## config.mk

```make
export PLATFORM = sky130hd
export DESIGN_NAME = display_scan_ctrl
export DESIGN_NICKNAME = d
export VERILOG_FILES = /design/src/rtl/display_pkg.sv /design/src/rtl/display_scan_ctrl_scan_timer.sv /design/src/rtl/display_scan_ctrl.sv
export SDC_FILE = /design/constraint.sdc
export NUM_CORES = 1
export LEC_CHECK = 0
export CAP_MARGIN = 20
export CORE_MARGIN = 3
export CORE_UTILIZATION = 37
export CTS_CLUSTER_DIAMETER = 80
export DETAILED_ROUTE_END_ITERATION = 10
export DONT_BUFFER_PORTS = 1
export PLACE_DENSITY_LB_ADDON = 0.08
export SLEW_MARGIN = 40
export SYNTH_ARGS = -nofsm -noshare
export SYNTH_HDL_FRONTEND = slang
export SYNTH_SLANG_ARGS = --single-unit
```

## constraint.sdc

```tcl
create_clock -name clk -period 7.84 [get_ports clk]
set_input_delay 1.176 -clock clk [delete_from_list [all_inputs] [get_ports clk]]
set_output_delay 1.176 -clock clk [all_outputs]
set_load 0.02 [all_outputs]
```

## src/rtl/display_pkg.sv

```systemverilog
// Shared types and constants for the six-digit scan controller.
package display_pkg;

    typedef enum logic [1:0] {
        IDLE = 2'd0,
        SHOW = 2'd1,
        GAP  = 2'd2
    } state_t;

    localparam int         NUM_DIGITS = 6;
    localparam logic [5:0] AN_OFF     = 6'b111111;
    localparam logic [2:0] SEL_LAST   = 3'd5;

    // Active-low one-cold anode pattern for a digit select code.
    function automatic logic [5:0] an_decode(input logic [2:0] sel);
        an_decode = AN_OFF & ~(6'b000001 << sel);
    endfunction

    // Next digit in scan order, wrapping after the last digit.
    function automatic logic [2:0] sel_advance(input logic [2:0] sel);
        sel_advance = (sel == SEL_LAST) ? 3'd0 : sel + 3'd1;
    endfunction

endpackage

```

## src/rtl/display_scan_ctrl_scan_timer.sv

```systemverilog
// Clear-able up-counter with a terminal-count compare, shared by the
// lit (dwell) and dark (blank) phases of the scan.
module scan_timer #(
    parameter int WIDTH = 16
) (
    input  logic             clk,
    input  logic             rst_n,
    input  logic             clr,
    input  logic [WIDTH-1:0] tc,
    output logic             done
);

    logic [WIDTH-1:0] count;

    // Count up each cycle; clr restarts the phase at zero.
    // NOTE: sequential state uses non-blocking assignments so every flop samples pre-edge values.
    always_ff @(posedge clk or negedge rst_n) begin
        if (!rst_n) begin
            count <= '0;
        end else if (clr) begin
            count <= '0;
        end else begin
            count <= count + WIDTH'(1);
        end
    end

    // Terminal-count equality; the owner clears before the counter can pass tc.
    assign done = (count == tc);

endmodule

```

## src/rtl/display_scan_ctrl.sv

```systemverilog
// Time-multiplexed scan controller for the six-digit seven-segment display.
// Drives selector code/enable and active-low anodes, and owns the two
// user-digit registers that are only updated while the display is dark at
// a frame boundary (or immediately when the scan is parked).
module display_scan_ctrl
    import display_pkg::*;
#(
    parameter int DWELL = 50000,
    parameter int BLANK = 500
) (
    input  logic       clk,
    input  logic       rst_n,
    input  logic       en,
    input  logic       upd_valid,
    input  logic [3:0] upd_d5,
    input  logic [3:0] upd_d6,
    output logic       upd_ready,
    output logic [2:0] sel,
    output logic       mux_en,
    output logic [5:0] an,
    output logic [3:0] d5,
    output logic [3:0] d6,
    output logic       frame_done
);

    localparam int TMAX = (DWELL > BLANK) ? DWELL : BLANK;
    localparam int TW   = (TMAX > 1) ? $clog2(TMAX) : 1;

    localparam logic [TW-1:0] DWELL_TC = TW'(DWELL - 1);
    localparam logic [TW-1:0] BLANK_TC = TW'(BLANK - 1);

    state_t        state;
    state_t        state_nxt;
    logic          timer_done;
    logic          timer_clr;
    logic [TW-1:0] timer_tc;

    logic [2:0]    sel_nxt;
    logic [5:0]    an_nxt;
    logic          mux_en_nxt;
    logic          boundary;

    logic          pend_full;
    logic [3:0]    pend_d5;
    logic [3:0]    pend_d6;
    logic          accept;
    logic          apply;

    // Phase timer: restarted on every state change and held at zero while parked.
    assign timer_tc  = (state == SHOW) ? DWELL_TC : BLANK_TC;
    assign timer_clr = (state == IDLE) || (state_nxt != state);

    scan_timer #(
        .WIDTH (TW)
    ) u_scan_timer (
        .clk   (clk),
        .rst_n (rst_n),
        .clr   (timer_clr),
        .tc    (timer_tc),
        .done  (timer_done)
    );

    // Frame boundary: leaving the last digit's lit phase into its dark gap.
    assign boundary = (state == SHOW) && (state_nxt == GAP) && (sel == SEL_LAST);

    // State register.
    always_ff @(posedge clk or negedge rst_n) begin
        if (!rst_n) begin
            state <= IDLE;
        end else begin
            state <= state_nxt;
        end
    end

    // Next-state logic; dropping en parks the scan from any state.
    // NOTE: every always_comb output gets a default first so no latch is inferred.
    always_comb begin
        state_nxt = state;
        case (state)
            IDLE: if (en) state_nxt = SHOW;
            SHOW: begin
                if (!en)             state_nxt = IDLE;
                else if (timer_done) state_nxt = GAP;
            end
            GAP: begin
                if (!en)             state_nxt = IDLE;
                else if (timer_done) state_nxt = SHOW;
            end
            default: state_nxt = IDLE;
        endcase
    end

    // Output decode from the next state so the registered outputs line up with it.
    always_comb begin
        sel_nxt    = sel;
        an_nxt     = AN_OFF;
        mux_en_nxt = 1'b0;
        case (state_nxt)
            IDLE: sel_nxt = 3'd0;
            SHOW: begin
                if (state == IDLE) sel_nxt = 3'd0;
                an_nxt     = an_decode(sel_nxt);
                mux_en_nxt = 1'b1;
            end
            GAP: begin
                // Advance on entry so the selector settles while anodes are dark.
                if (state == SHOW) sel_nxt = sel_advance(sel);
                mux_en_nxt = 1'b1;
            end
            default: sel_nxt = 3'd0;
        endcase
    end

    // Output registers.
    always_ff @(posedge clk or negedge rst_n) begin
        if (!rst_n) begin
            sel        <= 3'd0;
            an         <= AN_OFF;
            mux_en     <= 1'b0;
            frame_done <= 1'b0;
        end else begin
            sel        <= sel_nxt;
            an         <= an_nxt;
            mux_en     <= mux_en_nxt;
            frame_done <= boundary;
        end
    end

    // A held update lands at a frame boundary, or right away while parked.
    assign accept = upd_valid && upd_ready;
    assign apply  = pend_full && (boundary || (state == IDLE));

    // Pending slot, user-digit registers and the ready flag; ready rises one
    // cycle after the slot drains so it never overlaps the apply cycle.
    // NOTE: the pending data and digit registers are reset too, so d5/d6 read zero after reset.
    always_ff @(posedge clk or negedge rst_n) begin
        if (!rst_n) begin
            pend_full <= 1'b0;
            pend_d5   <= 4'd0;
            pend_d6   <= 4'd0;
            d5        <= 4'd0;
            d6        <= 4'd0;
            upd_ready <= 1'b1;
        end else begin
            if (accept) begin
                pend_full <= 1'b1;
                pend_d5   <= upd_d5;
                pend_d6   <= upd_d6;
            end else if (apply) begin
                pend_full <= 1'b0;
            end
            if (apply) begin
                d5 <= pend_d5;
                d6 <= pend_d6;
            end
            upd_ready <= !accept && (upd_ready || !pend_full);
        end
    end

endmodule

```

# [After elaboration in Yosys (flattened, before gate mapping)]
# Index checks and enable logic that the tools add are counted.
[classes] addsub=2 n_bitwise=1 muxes=17 eq_ne=8 n_reduce_logical=13 shift=1
[op_table] op="16-bit 2-to-1 mux" n=2
[op_table] op="16-bit by 1-bit adder with 16-bit output (second input constant)" n=1
[op_table] op="16-bit == test" n=1
[op_table] op="3-bit 2-to-1 mux" n=4
[op_table] op="2-bit 2-to-1 mux" n=5
[op_table] op="6-bit 2-to-1 mux" n=1
[op_table] op="6-bit NOT" n=1
[op_table] op="2-bit case mux with 3 select lines" n=1
[op_table] op="3-bit case mux with 2 select lines" n=1
[op_table] op="1-bit by 3-bit << shifter with 6-bit output (first input constant)" n=1
[op_table] op="1-bit logical AND" n=5
[op_table] op="2-bit by 1-bit == test with 1-bit output (second input constant)" n=2
[op_table] op="2-bit == test (second input constant)" n=2
[op_table] op="3-bit by 1-bit adder with 3-bit output (second input constant)" n=1
[op_table] op="3-bit == test (second input constant)" n=1
[op_table] op="1-bit logical OR" n=3
[op_table] op="1-bit 2-to-1 mux" n=3
[op_table] op="1-bit zero test" n=2
[op_table] op="2-bit zero test" n=1
[op_table] op="2-bit inequality test" n=1
[op_table] op="2-bit inequality test (second input constant)" n=1
[op_table] op="2-bit nonzero test" n=1
[op_table] op="2-bit OR reduction" n=1
[totals] ff_bits=47 in_bits=12 wordCells=54 output_inout_bits=20

# [Logic depth before layout (Yosys ltp)]
# Gate-level depths: netlist (run 1).
[depth] depth_word=13 ltp_mapped=12 mapped_depth_nobuf=10

# [Modules after synthesis]
# Synthesis (run 1) repeated with hierarchy kept, for this count alone.
[hier_totals] hier_cells=207 hier_area_um2=2362.3
[modules_own_cells] mod="display_scan_ctrl" area_each_um2=1341.3 cells_each=105 n_inst=1
[modules_own_cells] mod="scan_timer" area_each_um2=1021.0 cells_each=102 n_inst=1

# [Worst setup path before layout (run 1)]
# Ideal clock, no wire load.
[synth_path] path_type="reg-to-reg" from="register u_scan_timer.count[0]" to="register d5[0]" setup_ps=125 setup_slack_ps=5124 arrival_time_ps=2592 stages_incl_launch_ff=13 period_less_slack_ps=2716 n_path_buf=2 path_cell_list="dfrtp_1 -> ha_1 -> nor4b_1 -> nand4b_1 -> a21oi_1 -> buf_6 -> mux2i_1 -> ha_1 -> nand4b_1 -> a21oi_1 -> and2_1 -> buf_2 -> mux2_2"
[synth_between] elab_chain_len=9
[synth_lines] item="start, declared" line_no="display_scan_ctrl_scan_timer.sv:13" rtl="logic [WIDTH-1:0] count;"
[synth_lines] item="start signal, assigned" line_no="display_scan_ctrl_scan_timer.sv:23" rtl="count <= count + WIDTH'(1);"
[synth_lines] item="16-bit == test (*)" line_no="display_scan_ctrl_scan_timer.sv:28" rtl="assign done = (count == tc);"
[synth_lines] item="2-bit 2-to-1 mux, on equally long branches" line_no="display_scan_ctrl.sv:87, display_scan_ctrl.sv:83"
[synth_lines] item="2-bit 2-to-1 mux, on equally long branches" line_no="display_scan_ctrl.sv:86, display_scan_ctrl.sv:82"
[synth_lines] item="2-bit case mux with 3 select lines (*)" line_no="display_scan_ctrl.sv:79" rtl="case (state)"
[synth_lines] item="net state_nxt[1]" line_no="display_scan_ctrl.sv:33" rtl="state_t state_nxt;"
[synth_lines] item="2-bit == test (*)" line_no="display_scan_ctrl.sv:64" rtl="assign boundary = (state == SHOW) && (state_nxt == GAP) && (sel == SEL_LAST);"
[synth_lines] item="1-bit logical AND (*) (2 in a row)" line_no="display_scan_ctrl.sv:64"
[synth_lines] item="1-bit logical OR (*)" line_no="display_scan_ctrl.sv:131" rtl="assign apply = pend_full && (boundary || (state == IDLE));"
[synth_lines] item="1-bit logical AND (*)" line_no="display_scan_ctrl.sv:131"
[synth_lines] item="end signal, assigned" line_no="display_scan_ctrl.sv:153" rtl="d5 <= pend_d5;"
[synth_lines] item="end, declared" line_no="display_scan_ctrl.sv:21" rtl="output logic [3:0] d5,"
# The timed path passes the listed nets; every way through them passes the cells marked *.
# A chain may end at the register's enable or synchronous reset.

# [Worst setup path in the final report (run 1)]
[layout_path] from="register u_scan_timer.count[0]" to="register d6[1]"
[layout_between] elab_chain_len=9
[layout_lines] item="16-bit == test (*)" line_no="display_scan_ctrl_scan_timer.sv:28"
[layout_lines] item="2-bit 2-to-1 mux, on equally long branches" line_no="display_scan_ctrl.sv:87, display_scan_ctrl.sv:83"
[layout_lines] item="2-bit 2-to-1 mux, on equally long branches" line_no="display_scan_ctrl.sv:86, display_scan_ctrl.sv:82"
[layout_lines] item="2-bit case mux with 3 select lines (*)" line_no="display_scan_ctrl.sv:79"
[layout_lines] item="net state_nxt[1]" line_no="display_scan_ctrl.sv:33"
[layout_lines] item="2-bit == test (*)" line_no="display_scan_ctrl.sv:64"
[layout_lines] item="1-bit logical AND (*) (2 in a row)" line_no="display_scan_ctrl.sv:64"
[layout_lines] item="1-bit logical OR (*)" line_no="display_scan_ctrl.sv:131"
[layout_lines] item="1-bit logical AND (*)" line_no="display_scan_ctrl.sv:131"
[layout_lines] item="end signal, assigned" line_no="display_scan_ctrl.sv:154" rtl="d6 <= pend_d6;"
[layout_lines] item="end, declared" line_no="display_scan_ctrl.sv:22" rtl="output logic [3:0] d6,"
# Marked as above.

==> impl_results.md, run 1 <==
* Die height at about 83 microns
* Pin count of the biggest net entering global routing at 48
* Count of hold-fix buffers inserted at cts at 0
* RSZ-0062 raised after global routing: false
* Multi-input gate area at 942.2 sq um
* Vias at between 1000 and 1500
* Final Net Count at 200
* Worst r2r path cells at 11
* Number of setup buffers added after CTS at 0
* Synth Area in Compound Gates at 0.06045
* Worst-path clk slew at 0.09 ns
* Hold Path Depth at 1
* Share of layout cells above drive strength 1 at 0.2527
* Remaining antenna violation count at 0
* Adder-Cell Fraction of Synth Area at 0.01727
* P per Cell Area at approximately 250 nW/um^2
* Int Pwr at around 420 uW
* CP Capture Type: flip-flop
* Drt pass-1 iters at 4
* Die X at roughly 83 microns
* Max-cap violations at 0
* CTS tree: yes
* Reg-to-Reg Start: u_scan_timer.count[0]
* Worst path slowest cell: dfrtp_1
* DR WL/cell at roughly 15 microns
* Core area at approximately 5600 sq um
* FF-to-FF End: d6[1]
* #FFs+latches synth at 47
* Clock sinks at 47
* P_sw at 155.7 uW
* Max H-tree Level at 2
* Fill count at between 500 and 600
* Area contributors post-synth: dfrtp_1, mux2_2, dfstp_2
* Seq/Total Area, Yosys at 0.5452
* First-pass GRT wire length at ~6300 microns
* Slowest stage delay, CP at 0.41 ns
* Sw Share at 0.2700
* Worst hold path type: flip-flop to flip-flop
* Largest family of logic cells by synthesized area: simple AND/OR/NAND/NOR gates
* Sequential share of power at 0.593
* Mapped Cells at between 150 and 200
* Post-synthesis cell area at 2173 sq um
* Area of the die at between 6000 and 7000 sq um
* Final Setup Violations at 0
* CTS resizes at 0
* Top Ports at 32
* Leak at a little over 0.9 nW
* Avg Cell Area, Syn at approximately 12 sq um
* Setup Skew at 0.003139 ns
* Crit-path cells: ha_1 > nor4b_1 > nand4b_1 > a21oi_2 > buf_4 > mux2i_1 > ha_1 > nand4b_1 > a21oi_1 > and2_1 > mux2_2
* # diodes at 0
* Clock power share at 0.303
* Status: complete, no violations
* Area Growth Syn to Fin at 8.060%
* Max clock buf depth at 2
* Min-Delay Startpoint: pend_d6[2]
* Setup crit start kind: flip-flop
* Mux share of post-synthesis cell area at 0.1025
* Crit path time final at 3.446 ns
* Initial Utilization at 0.3876
* Max Fclk at 290.2 MHz
* # DRC at 0
* Slew Limit Headroom at 0.5394
* Hold Path Sink: d6[2]
* Crit path DAT at around 3.6 ns
* Critical path class: flip-flop to flip-flop
* PortBufs at 0
* Yosys top cell area share at 0.4606
* Slew Limit Fails at 0
* Initial DRC Count at 36
* Peak VDD IR at about 0.11 mV
* Overall global routing resource usage at 0.1236
* CP startpoint: u_scan_timer.count[0]
* Grt ovf at 0
* Critical Path RT at 8.03 ns
* Clk Tree Root Cell: clkbuf_8
* HPWL after DPL at 2797 microns
* Worst Tran Pin Value at approximately 0.69 ns
* Commonest non-fill, non-tap cell in the layout: dfrtp_1
* Initial antenna violation count at 0
* Clk_lat worst skew at around 0.29 ns
* Synth Area in XOR/XNOR at 0.04433
* Most frequent cells in the layout: dfrtp_1, mux2_2, nand3_1, nor3_1, nand2_1
* Yosys top cell by area: dfrtp_1
* Vias in the first global route at between 1000 and 1500
* Total design power at ~580 uW
* Comb pwr share at 0.104
* Setup TNS Final at 0 ns
* Vias per cell at roughly 5.3
* Yosys cell types at 47
* Final worst path period share at 0.4395
* Reg2Reg Setup Slack at ~4.4 ns
* Final hold viol count at 0
* CTS Buf Count at 5
* Post-Syn Nets at 200
* Ys Warns at 0
* Async set or reset register ratio after synthesis at 1.000
* Site Rows at 27
* Routability cong. at 0.8076
* Simple-gate portion of the synthesized area at 0.2055
* Most used DFF post-synth: dfrtp_1
* Crit path max fanout at 11
* EDFF count, synth at 0
* FF+latch area at between 1000 and 1500 sq um
* Routed WL at around 4000 microns
==> cells in the mapped netlist (3+ instances only) <==
master    count
nor2b_1       3
a21oi_1       4
dfrtp_1      40
nor2_1        4
nand2_1      10
buf_2         4
inv_1         3
and3_1        4
ha_1          3
xnor2_1       5
nand3_1      13
mux2_2       18
o21ai_0       5
clkbuf_1      3
xor2_1        6
nor3_1       13
dfstp_2       7
==> state kept, by name (all words and copies together), names as in the netlist <==
signal and count:
d5 4, mux_en 1, pend_d5 4, pend_full 1
sel 3, frame_done 1, pend_d6 4, state 2
upd_ready 1, an 6, u_scan_timer.count 16, d6 4
==> power groups by stage <==
stage / Clock, mW / Sequential [mW] / Combinational, mW
floorplan: 0 / 0.340 / 0.0541
global placement: 0 / 0.347 / 0.0581
detailed placement: 0 / 0.348 / 0.0618
CTS: 0.182 / 0.343 / 0.0617
global route: 0.195 / 0.349 / 0.0657
finish: 0.175 / 0.342 / 0.0598
==> worst max path at each step <==
stage	end
2_1_floorplan	d5[0]
3_3_place_gp	d6[0]
3_5_place_dp	d6[0]
4_1_cts	d6[0]
5_1_grt	d6[0]
6_report	d6[1]
==> logic make-up (layout without fill, tap and decap cells) <==
group	count (synthesis)	in the layout
AO/OA/AOI/OAI	20	20
XOR/XNOR	11	11
adder cells (fa/ha/maj)	3	3
buffers and inverters	11	12
flip-flops	47	47
multiplexers	20	20
AND/OR/NAND/NOR	73	73
==> through the flow <==
step	hold slack (ns)	util	instance area (sq um)	setup slack [ns]	instances
floorplan	0.4736	-	2173	5.124	185
detailed placement	0.4878	0.3980	2232	4.067	250
finish	0.5057	0.4188	2349	4.394	258
CTS	0.5054	0.4181	2345	4.080	258
global placement	0.4793	0.3974	2228	4.240	250
global route	0.5103	0.4188	2349	3.997	258
==> per-layer routing <==
metal / share of wire / vias to the layer above / track usage / wire (microns)
met5: 0 / - / 0 / 0
met4: 0.0063 / 0 / 0.05229 / 25
met3: 0.050 / 2 / 0.03905 / 200
met2: 0.50 / 29 / 0.2099 / 1969
met1: 0.45 / 667 / 0.1431 / 1771
li1: - / 670 / - / -
==> worst max-delay path, delay by kind of cell, from the launching register on <==
| kind | cells | cell delay, ns |
|---|---|---|
| compound gates | 2 | 0.62 |
| fa+ha+maj | 2 | 0.48 |
| buf+inv | 1 | 0.29 |
| flops | 1 | 0.41 |
| mux | 2 | 0.63 |
| simple gates | 4 | 0.92 |
==> final cells by class <==
type                       instances  area share
inverter                           3    0.004795
sequential                        47      0.5045
timing repair buffer               1    0.003197
clock buffer                       5     0.02930
clock inverter                     3     0.01865
tap                               72     0.03836
multi-input combinational        127      0.4012
(Power assumes the default switching activity.)
==> run 2: changes to the inputs <==
==> constraint.sdc (replaced) <==
create_clock -name clk -period 2.92 [get_ports clk]
set_input_delay 0.438 -clock clk [delete_from_list [all_inputs] [get_ports clk]]
set_output_delay 0.438 -clock clk [all_outputs]
set_load 0.02 [all_outputs]
==> run 2 against run 1 <==
  * Maximum frequency grew 25%
  * Cell count grew 5.0%
  * Die area is the same
  * Largest power group unchanged
  * Critical path type unchanged
==> impl_results.md, run 2 (same netlist as run 1, synthesis figures left out) <==
* HPWL after DPL at 3004 microns (+7.4%)
* Max-cap violations at 0 (unchanged)
* Slew Limit Fails at 0 (unchanged)
* First-pass GRT wire length at 7113 microns (+12%)
* Status: complete, no violations
* Sw Share at 0.2804 (+0.01039)
* Core area at 5608 sq um (unchanged)
* Area of the die at 6829 sq um (unchanged)
* Final hold viol count at 0 (unchanged)
* CP Capture Type: flip-flop
* Area Growth Syn to Fin at 15.31%
* Max clock buf depth at 2 (unchanged)
* Worst path slowest cell: dfrtp_2
* Routed WL at 4308 microns (+8.6%)
* Crit path max fanout at 8 (-3)
* Max H-tree Level at 2 (unchanged)
* Share of layout cells above drive strength 1 at 0.3166 (+0.06389)
* PortBufs at 0 (unchanged)
* Crit path time final at 2.754 ns (-0.6922 ns)
* Crit-path cells: nor4bb_2 > nand3_1 > a21oi_4 > mux2i_2 > ha_1 > nand4b_1 > a21oi_2 > and2_1 > buf_12 > mux2_2
* CTS Buf Count at 5 (unchanged)
* Die X at 82.64 microns (unchanged)
* Comb pwr share at 0.124 (+0.020)
* Pin count of the biggest net entering global routing at 48 (unchanged)
* DR WL/cell at 15.90 microns (+3.4%)
* Clock power share at 0.297 (-0.006)
* Int Pwr at 1.147 mW (+170%)
* Critical path class: flip-flop to flip-flop
* Worst-path clk slew at 0.09 ns (about the same)
* Clk_lat worst skew at 0.29 ns (about the same)
* Clock sinks at 47 (unchanged)
* Post-Place Setup Slack at 0.004955 ns (-4.062 ns)
* Max Fclk at 363.2 MHz (+25%)
* Overall global routing resource usage at 0.1361 (+0.01250)
* Crit path DAT at 2.93 ns (-0.70 ns)
* Final worst path period share at 0.9430 (+0.5035)
* Setup Skew at 0.003987 ns (+0.0008481 ns)
* CP delay by family, top: simple AND/OR/NAND/NOR gates
* # diodes at 0 (unchanged)
* Die height at 82.64 microns (unchanged)
* Remaining antenna violation count at 0 (unchanged)
* Initial Utilization at 0.3876 (unchanged)
* Clk Tree Root Cell: clkbuf_8
* Slew Limit Headroom at 0.6604 (+0.1210)
* Initial DRC Count at 34 (-5.6%)
* P_sw at 447.0 uW (+190%)
* # DRC at 0 (unchanged)
* Hold Slack at 0.2910 ns (-0.2147 ns)
* Sequential share of power at 0.579 (-0.014)
* CTS tree: yes
* Vias at 1463 (+6.9%)
* Core Util, Final at 0.4469 (+0.02811)
* Critical Path RT at 3.10 ns (-4.93 ns)
* Final Setup Violations at 0 (unchanged)
* Worst hold path type: primary input to flip-flop
* Site Rows at 27 (unchanged)
* Largest Register: u_scan_timer.count
* Max reg flops at 16 (unchanged)
* Initial antenna violation count at 0 (unchanged)
* Peak VDD IR at 0.2905 mV (+160%)
* CP Buf/Inv Count at 1 (unchanged)
* Grt ovf at 0 (unchanged)
* Commonest non-fill, non-tap cell in the layout: dfrtp_1
* P per Cell Area at 636.1 nW/um^2 (+160%)
* Worst Tran Pin Value at 0.5094 ns (-0.1814 ns)
* Setup crit start kind: flip-flop
* Final Net Count at 213 (+6.5%)
* Final worst slack at 0.1664 ns (-4.228 ns)
* Most frequent cells in the layout: dfrtp_1, mux2_2, nand3_1, nor3_1, buf_4
* Vias in the first global route at 1485 (+8.6%)
* Setup TNS Final at 0 ns (unchanged)
* Leak at 1.009 nW (+8.8%)
* Routability cong. at 0.8354 (+3.4%)
* Top Registers: u_scan_timer.count x16, an x6
* Vias per cell at 5.399 (+1.8%)
* Slowest stage delay, CP at 0.47 ns (+0.06 ns)
* Drt pass-1 iters at 4 (unchanged)
* Top Ports at 32 (unchanged)
[run 2: through the flow]
step | power [mW] | std cells | instance area [sq um]
floorplan | 1.057 | 185 | 2173
global placement | 1.104 | 260 | 2316
detailed placement | 1.119 | 260 | 2316
CTS | 1.622 | 270 | 2470
global route | 1.684 | 271 | 2506
finish | 1.594 | 271 | 2506
[run 2: area by class of cell]
class | instances | area [sq um]
clock buffer | 5 | 68.82
clock inverter | 3 | 43.79
fill | 536 | 3102
inverter | 3 | 11.26
multi-input combinational | 127 | 965.9
sequential | 47 | 1186
tap | 72 | 90.09
timing repair buffer | 14 | 140.1
[run 2: path summary, 6_finish.rpt]
kind | from | end | slack (ns) | depth (start not counted)
max in group asynchronous | rst_n | upd_ready | 2.00 | 2
min reg2reg | pend_d5[3] | d5[3] | 0.51 | 1
max reg2reg | u_scan_timer.count[5] | d5[1] | 0.17 | 10
min | upd_d6[3] | pend_d6[3] | 0.29 | 1
max | u_scan_timer.count[5] | d5[1] | 0.17 | 10
min in group asynchronous | rst_n | sel[0] | 0.64 | 2
[run 2: repair_timing]
| item | in CTS | in global routing |
|---|---|---|
| setup buffers | 0 | 1 |
| hold endpoints to repair | 47 | 0 |
| resized for setup | 1 | 6 |
| hold buffers | 2 | 0 |
| endpoints found under the setup margin | 8 | 8 |
| cloned | 0 | 0 |
| pin swaps | 0 | 3 |
[run 2: per-layer routing]
layer	up-vias	part of all wire	global-route usage
li1	699	-	-
met1	738	0.46	0.1748
met2	26	0.50	0.2284
met3	0	0.041	0.03471
met4	0	0	0.03431
met5	-	0	0
[run 2: power groups by stage]
stage                     clock network [mW]  logic (mW)  registers (mW)
after detailed placement                   0       0.183           0.936
after floorplan                            0       0.145           0.912
after CTS                              0.495       0.203           0.924
after global routing                   0.520       0.221           0.942
after global placement                     0       0.172           0.931
final                                  0.474       0.198           0.922
